--- src/rtl/matmul_mac_engine.sv ---
`default_nettype none
// ============================================================================
// Module      : matmul_mac_engine
// Description : Signed dot-product engine behind the matmul Wishbone slave.
//               Two-stage product/add pipeline, result held until acked.
//               Build option MATMUL_MAC_SAT_EN: clamp accumulator on overflow.
// Revision    : 1.0 - initial release
// ============================================================================
module matmul_mac_engine #(
    parameter int DW    = 32,
    parameter int LEN_W = 8,
    parameter int GUARD = 8
) (
    input  logic                  wb_clk_i,
    input  logic                  wb_rst_i,
    input  logic                  start_i,
    input  logic                  abort_i,
    input  logic [LEN_W-1:0]      len_i,
    input  logic [DW-1:0]         a_i,
    input  logic [DW-1:0]         b_i,
    input  logic                  op_valid_i,
    output logic                  op_ready_o,
    output logic [2*DW+GUARD-1:0] res_o,
    output logic                  res_valid_o,
    input  logic                  res_ack_i,
    output logic                  busy_o,
    output logic                  ovf_o,
    output logic                  done_irq_o
);

    localparam int c_acc_w = 2*DW + GUARD;

    localparam logic [1:0] c_st_idle  = 2'd0;
    localparam logic [1:0] c_st_acc   = 2'd1;
    localparam logic [1:0] c_st_drain = 2'd2;
    localparam logic [1:0] c_st_done  = 2'd3;

    logic [1:0]                r_state;
    logic [LEN_W-1:0]          r_cnt;
    logic signed [2*DW-1:0]    r_prod;
    logic                      r_p1_valid;
    logic                      r_p2_valid;
    logic signed [c_acc_w-1:0] r_acc;
    logic                      r_ovf;
    logic                      r_res_valid;
    logic                      r_busy;
    logic                      r_irq;

    logic                      w_accept;
    logic                      w_start;
    logic signed [c_acc_w-1:0] w_prod_ext;
    logic signed [c_acc_w-1:0] w_sum;
    logic signed [c_acc_w-1:0] w_acc_next;
    logic                      w_add_ovf;

    // Abort outranks both a pending accept and a start in the same cycle.
    assign w_accept = (r_state == c_st_acc) && (r_cnt != '0) && op_valid_i && !abort_i;
    assign w_start  = (r_state == c_st_idle) && start_i && !abort_i;

    assign w_prod_ext = c_acc_w'(r_prod);
    assign w_sum      = r_acc + w_prod_ext;
    assign w_add_ovf  = (r_acc[c_acc_w-1] == w_prod_ext[c_acc_w-1]) &&
                        (w_sum[c_acc_w-1] != r_acc[c_acc_w-1]);

`ifdef MATMUL_MAC_SAT_EN
    localparam logic signed [c_acc_w-1:0] c_acc_max = {1'b0, {(c_acc_w-1){1'b1}}};
    localparam logic signed [c_acc_w-1:0] c_acc_min = {1'b1, {(c_acc_w-1){1'b0}}};
    // Overflow direction follows the sign both addends shared.
    assign w_acc_next = w_add_ovf ? (r_acc[c_acc_w-1] ? c_acc_min : c_acc_max) : w_sum;
`else
    assign w_acc_next = w_sum;
`endif

    always_ff @(posedge wb_clk_i or posedge wb_rst_i) begin
        if (wb_rst_i) begin
            r_state     <= c_st_idle;
            r_cnt       <= '0;
            r_prod      <= '0;
            r_p1_valid  <= 1'b0;
            r_p2_valid  <= 1'b0;
            r_acc       <= '0;
            r_ovf       <= 1'b0;
            r_res_valid <= 1'b0;
            r_busy      <= 1'b0;
            r_irq       <= 1'b0;
        end else begin
            r_irq      <= 1'b0;
            r_p1_valid <= w_accept;
            r_p2_valid <= r_p1_valid && !abort_i;
            if (w_accept) begin
                r_prod <= $signed(a_i) * $signed(b_i);
            end

            if (w_start) begin
                r_acc <= '0;
                r_ovf <= 1'b0;
            end else if (r_p1_valid && !abort_i) begin
                r_acc <= w_acc_next;
                if (w_add_ovf) begin
                    r_ovf <= 1'b1;
                end
            end

            if (abort_i) begin
                r_state     <= c_st_idle;
                r_res_valid <= 1'b0;
                r_busy      <= 1'b0;
            end else begin
                case (r_state)
                    c_st_idle: begin
                        if (start_i) begin
                            r_cnt  <= len_i;
                            r_busy <= 1'b1;
                            if (len_i == '0) begin
                                r_state     <= c_st_done;
                                r_res_valid <= 1'b1;
                                r_irq       <= 1'b1;
                            end else begin
                                r_state <= c_st_acc;
                            end
                        end
                    end
                    c_st_acc: begin
                        if (w_accept) begin
                            r_cnt <= r_cnt - 1'b1;
                            if (r_cnt == LEN_W'(1)) begin
                                r_state <= c_st_drain;
                            end
                        end
                    end
                    c_st_drain: begin
                        // Result is final only once neither stage holds work.
                        if (!r_p1_valid && !r_p2_valid) begin
                            r_state     <= c_st_done;
                            r_res_valid <= 1'b1;
                            r_irq       <= 1'b1;
                        end
                    end
                    c_st_done: begin
                        if (res_ack_i) begin
                            r_state     <= c_st_idle;
                            r_res_valid <= 1'b0;
                            r_busy      <= 1'b0;
                        end
                    end
                    default: begin
                        r_state <= c_st_idle;
                    end
                endcase
            end
        end
    end

    assign op_ready_o  = (r_state == c_st_acc) && (r_cnt != '0);
    assign res_o       = r_acc;
    assign res_valid_o = r_res_valid;
    assign busy_o      = r_busy;
    assign ovf_o       = r_ovf;
    assign done_irq_o  = r_irq;

endmodule
`default_nettype wire

--- config.mk ---
export PLATFORM = sky130hd
export DESIGN_NAME = matmul_mac_engine
export DESIGN_NICKNAME = d
export VERILOG_FILES = /design/src/rtl/matmul_mac_engine.sv
export SDC_FILE = /design/constraint.sdc
export NUM_CORES = 2
export LEC_CHECK = 0
export ABC_AREA = 1
export CAP_MARGIN = 10
export CELL_PAD_IN_SITES_DETAIL_PLACEMENT = 1
export CELL_PAD_IN_SITES_GLOBAL_PLACEMENT = 1
export CORE_MARGIN = 2
export CORE_UTILIZATION = 49
export CTS_BUF_LIST = sky130_fd_sc_hd__clkbuf_16
export DETAILED_ROUTE_END_ITERATION = 10
export PLACE_DENSITY_LB_ADDON = 0.1
export SETUP_SLACK_MARGIN = 0.1
export SYNTH_ARGS = -nofsm -noshare
export SYNTH_HDL_FRONTEND = slang
export SYNTH_SLANG_ARGS = --single-unit
--- constraint.sdc ---
create_clock -name wb_clk_i -period 5.9 [get_ports wb_clk_i]
set_input_delay 0.885 -clock wb_clk_i [delete_from_list [all_inputs] [get_ports wb_clk_i]]
set_output_delay 0.885 -clock wb_clk_i [all_outputs]
set_load 0.1 [all_outputs]
==> reports/metrics.yaml, run 1 <==
status: "did not finish"
flow.stopped_at: "global routing"
run.stop_error: "[ERROR GRT-0116] Global routing finished with congestion. Check the congestion regions in the DRC Viewer."
synth_compound_area_frac: 0.0532
portBuffers: 154
grt.total_usage: 0.695
syn_nets: 8118
synth_mux_area_frac: 0
synth-simple-area-share: 0.212
netlist_area_um2: 50000
synthFlopType: "dfrtp_1"
syn_inst: 6695
grt_pass1_vias: 70900
start_util: 0.493
die_width_um: 324
cts_hold_buf: 0
synthAdderAreaFrac: 0.499
root_buffer: "clkbuf_16"
yosysWarningCount: 0
boundaryPins: 155
synth.avg_cell_area_um2: 7.47
ys_top_cells_by_area: "fa_1, nand2_1, inv_1, dfrtp_1, ha_1"
num_rows: 117
yosysTopAreaCell: "fa_1"
grt_max_degree: 98
synth.top_cells.by_count: "nand2_1, inv_1, fa_1"
htreeDepth: 4
overflow: 379
clock_path_buffers: 2
synth_seq_cells: 152
cts_made_buffers: 17
placedCellCount: 8565
cts.sinks: 152
die_h_um: 324
synth-xor-area-share: 0.00578
synth_top_area_share: 0.433
yosysUniqueCellTypes: 48
dp_hpwl_um: 171000
synth_top_family_by_area: "adder cells"
synth_edf_count: 0
synth_seq_area_share: 0.0760
synthArstFlopShare: 1.00
synth_most_common_cell: "nand2_1"
gp_congestion: 0.997
grt_pass1_wl_um: 523000
## logic make-up after synthesis
kind of cell / after synthesis
buf+inv: 2052
flops: 152
simple gates: 2634
fa+ha+maj: 1345
xor+xnor: 33
compound gates: 479
## per-stage QoR
step	hold slack, ns	setup WS [ns]	area [um^2]	util	setup TNS [ns]
2_1_floorplan	0.446	-1.31	51500	-	-38.25
3_3_place_gp	0.471	-2.54	58900	0.581	-112.32
3_5_place_dp	0.476	-2.64	58900	0.581	-122.20
4_1_cts	0.491	-1.27	66300	0.654	-55.26
## layer usage
layer | global-route usage | GRT overflow
met5 | 0.202 | 0
met4 | 0.662 | 142
met3 | 0.480 | 10
met2 | 0.891 | 221
met1 | 0.723 | 6
## repair_timing
action,4_1_cts
endpoints found under the hold margin,0
resized for setup,1171
buffers inserted,270
gates cloned,45
pin swaps,462
endpoints found under the setup margin,56
==> inputs of run 2 (changes only) <==
==> config.mk (replaced) <==
export PLATFORM = sky130hd
export DESIGN_NAME = matmul_mac_engine
export DESIGN_NICKNAME = d
export VERILOG_FILES = /design/src/rtl/matmul_mac_engine.sv
export SDC_FILE = /design/constraint.sdc
export NUM_CORES = 2
export LEC_CHECK = 0
export ABC_AREA = 1
export CAP_MARGIN = 10
export CORE_MARGIN = 2
export CORE_UTILIZATION = 40
export DETAILED_ROUTE_END_ITERATION = 10
export PLACE_DENSITY_LB_ADDON = 0.15
export SYNTH_ARGS = -nofsm -noshare
export SYNTH_HDL_FRONTEND = slang
export SYNTH_SLANG_ARGS = --single-unit
==> reports/metrics.yaml, run 2 <==
status: "complete, but fails checks"
violations: "setup timing"
synth.avg_cell_area_um2: 7.47  # unchanged
syn_nets: 8118  # unchanged
hold_violations: 0
path_max_fanout: 5
setup_viol_count_final: 54
yosysWarningCount: 0  # unchanged
rsz0062_at_grt: "yes"
grt_max_degree: 101
syn_inst: 6695  # unchanged
grt.total_usage: 0.310
portBuffers: 154  # unchanged
crit_buf_inv: 10
worst_path_max_delay_cell: "fa_2"
gp_congestion: 0.989  # -0.81%
yosysTopAreaCell: "fa_1"
clkTransAtPathRegs_ns: 0.07
yosysUniqueCellTypes: 48  # unchanged
cp_top_family: "adder cells"
ant_nets: 0
reg2reg_slack_ns: 2.78
viasPerCell: 5.06
fin_crit_sh: 1.19
dp_hpwl_um: 146000  # -14%
synth_most_common_cell: "nand2_1"
layout_common_cells: "nand2_1, inv_1, fa_1"
max_freq_mhz: 142
synthArstFlopShare: 1.00  # unchanged
whs_path_depth: 2
r2r-end: "res_o[56]"
maxCapViolations: 0
tightest_slew_ns: 1.06
die_h_um: 358  # +11%
largest_register_ffs: 72
cp-end-kind: "flip-flop"
final_common_cell: "nand2_1"
setup_slack_ns: -1.12
reg2reg_depth: 10
fin_tns_setup_ns: -47.37
nets: 8973
drc: 0
cp_data_arrival_time_ns: 7.42
dieArea_um2: 128000
synth_seq_area_share: 0.0760  # unchanged
dr_total_vias: 46500
cts.sinks: 152  # unchanged
finalCriticalPeriod_ns: 7.02
r2r-start: "res_o[21]"
drtIter0Drc: 3633
wl_per_cell_um: 21.1
maxSlewViolCount: 0
drtPass1Iterations: 6
cts_tree: "done"
crit_top_cell: "fa_1"
boundaryPins: 155  # unchanged
die_width_um: 358  # +11%
grt_pass1_wl_um: 296000
placedCellCount: 8841  # +3.2%
drive_above_1_share: 0.257
netlist_area_um2: 50000  # unchanged
worstHoldStart: "r_prod[29]"
grt_antenna_before_repair: 2
htreeDepth: 4  # unchanged
synthToLayoutAreaGrowth_pct: 37.0
hold_path_end: "r_prod[29]"
instances_no_fill: 9201
clock_path_buffers: 2  # unchanged
synth.top_cells.by_count: "nand2_1, inv_1, fa_1"
wl_met2_um: 89900
synth_edf_count: 0  # unchanged
hold_path_class: "flip-flop to flip-flop"
highest_layer: "met4"
num_rows: 129  # +10%
synthFlopType: "dfrtp_1"
cpPeakStageDelay_ns: 0.60
worstSetupPathType: "primary input to flip-flop"
cts_made_buffers: 17  # unchanged
overflow: 0
root_buffer: "clkbuf_16"
cts_hold_buf: 0  # unchanged
relSlewSlack: 0.292
wirelength_um: 194000
skew_ns: 0.0180
start_kind: "primary input"
critPathRequiredTime_ns: 6.30
synth_seq_cells: 152  # unchanged
start_util: 0.404  # -0.0896
core_um2: 124000
clkLatencyLatePin_ns: 0.47
hold_ws_ns: 0.497
wl_met3_um: 13800
grt_pass1_vias: 48400
drt-met1-wl_um: 82800
ys_top_cells_by_area: "fa_1, nand2_1, inv_1, dfrtp_1, ha_1"
synth_top_area_share: 0.433  # unchanged
==> run 2: cells by family after synthesis <==
kind of cell,count (synthesis),share of synthesized area
AOI/OAI and AO/OA,479,0.0532
xor gates and xnor gates,33,0.00578
adders and majority gates,1345,0.499
buffers and inverters,2052,0.154
DFF,152,0.0760
and+or+nand+nor,2634,0.212
==> run 2: cell type report <==
class	instances	area, um^2
repair buffers	1059	12200
inverters	1829	6910
clock buffers	23	458
diodes	2	5.00
well taps	1637	2050
clock inverters	8	146
flip-flops and latches	152	3800
fillers	11500	55400
multi-input cells	4491	43000
==> run 2: worst max-delay path by stage <==
stage / slack [ns] / start / to / cells past startpoint
after global routing: -1.30 / a_i[31] / r_prod[56] / 30
after floorplan: -1.31 / a_i[31] / r_prod[61] / 29
after CTS: -1.06 / a_i[31] / r_prod[56] / 29
after detailed placement: -2.48 / a_i[31] / r_prod[56] / 27
final: -1.12 / a_i[31] / r_prod[43] / 28
after global placement: -2.52 / a_i[31] / r_prod[56] / 27
==> run 2: what timing repair did <==
item / in CTS / in global routing
setup endpoints to repair: 55 / 55
buffers inserted: 220 / 70
resized for setup: 1335 / 397
pin swaps: 530 / 336
gates cloned: 63 / 0
==> run 2: routing by layer <==
| layer | global-route usage | vias up |
|---|---|---|
| li1 | - | 21100 |
| met1 | 0.426 | 23500 |
| met2 | 0.505 | 1641 |
| met3 | 0.0449 | 366 |
| met4 | 0.100 | 0 |
| met5 | 0 | - |
==> run 2: tightest hold or removal path, stage by stage (launching register included) <==
cell	delay [ns]
dfrtp_1	0.35
nand2_1	0.06
nand2_1	0.06
==> run 2: stage by stage <==
step / setup WS (ns) / utilization / instance area (um^2)
finish: -1.12 / 0.553 / 68600
global route: -1.30 / 0.553 / 68600
CTS: -1.06 / 0.539 / 66800
detailed placement: -2.48 / 0.477 / 59100
global placement: -2.52 / 0.477 / 59100
floorplan: -1.31 / - / 51300
Power of run 2 is left out: the tool's default activity adds up to more than one toggle a clock period on the data nets, which glitch-free logic cannot reach.
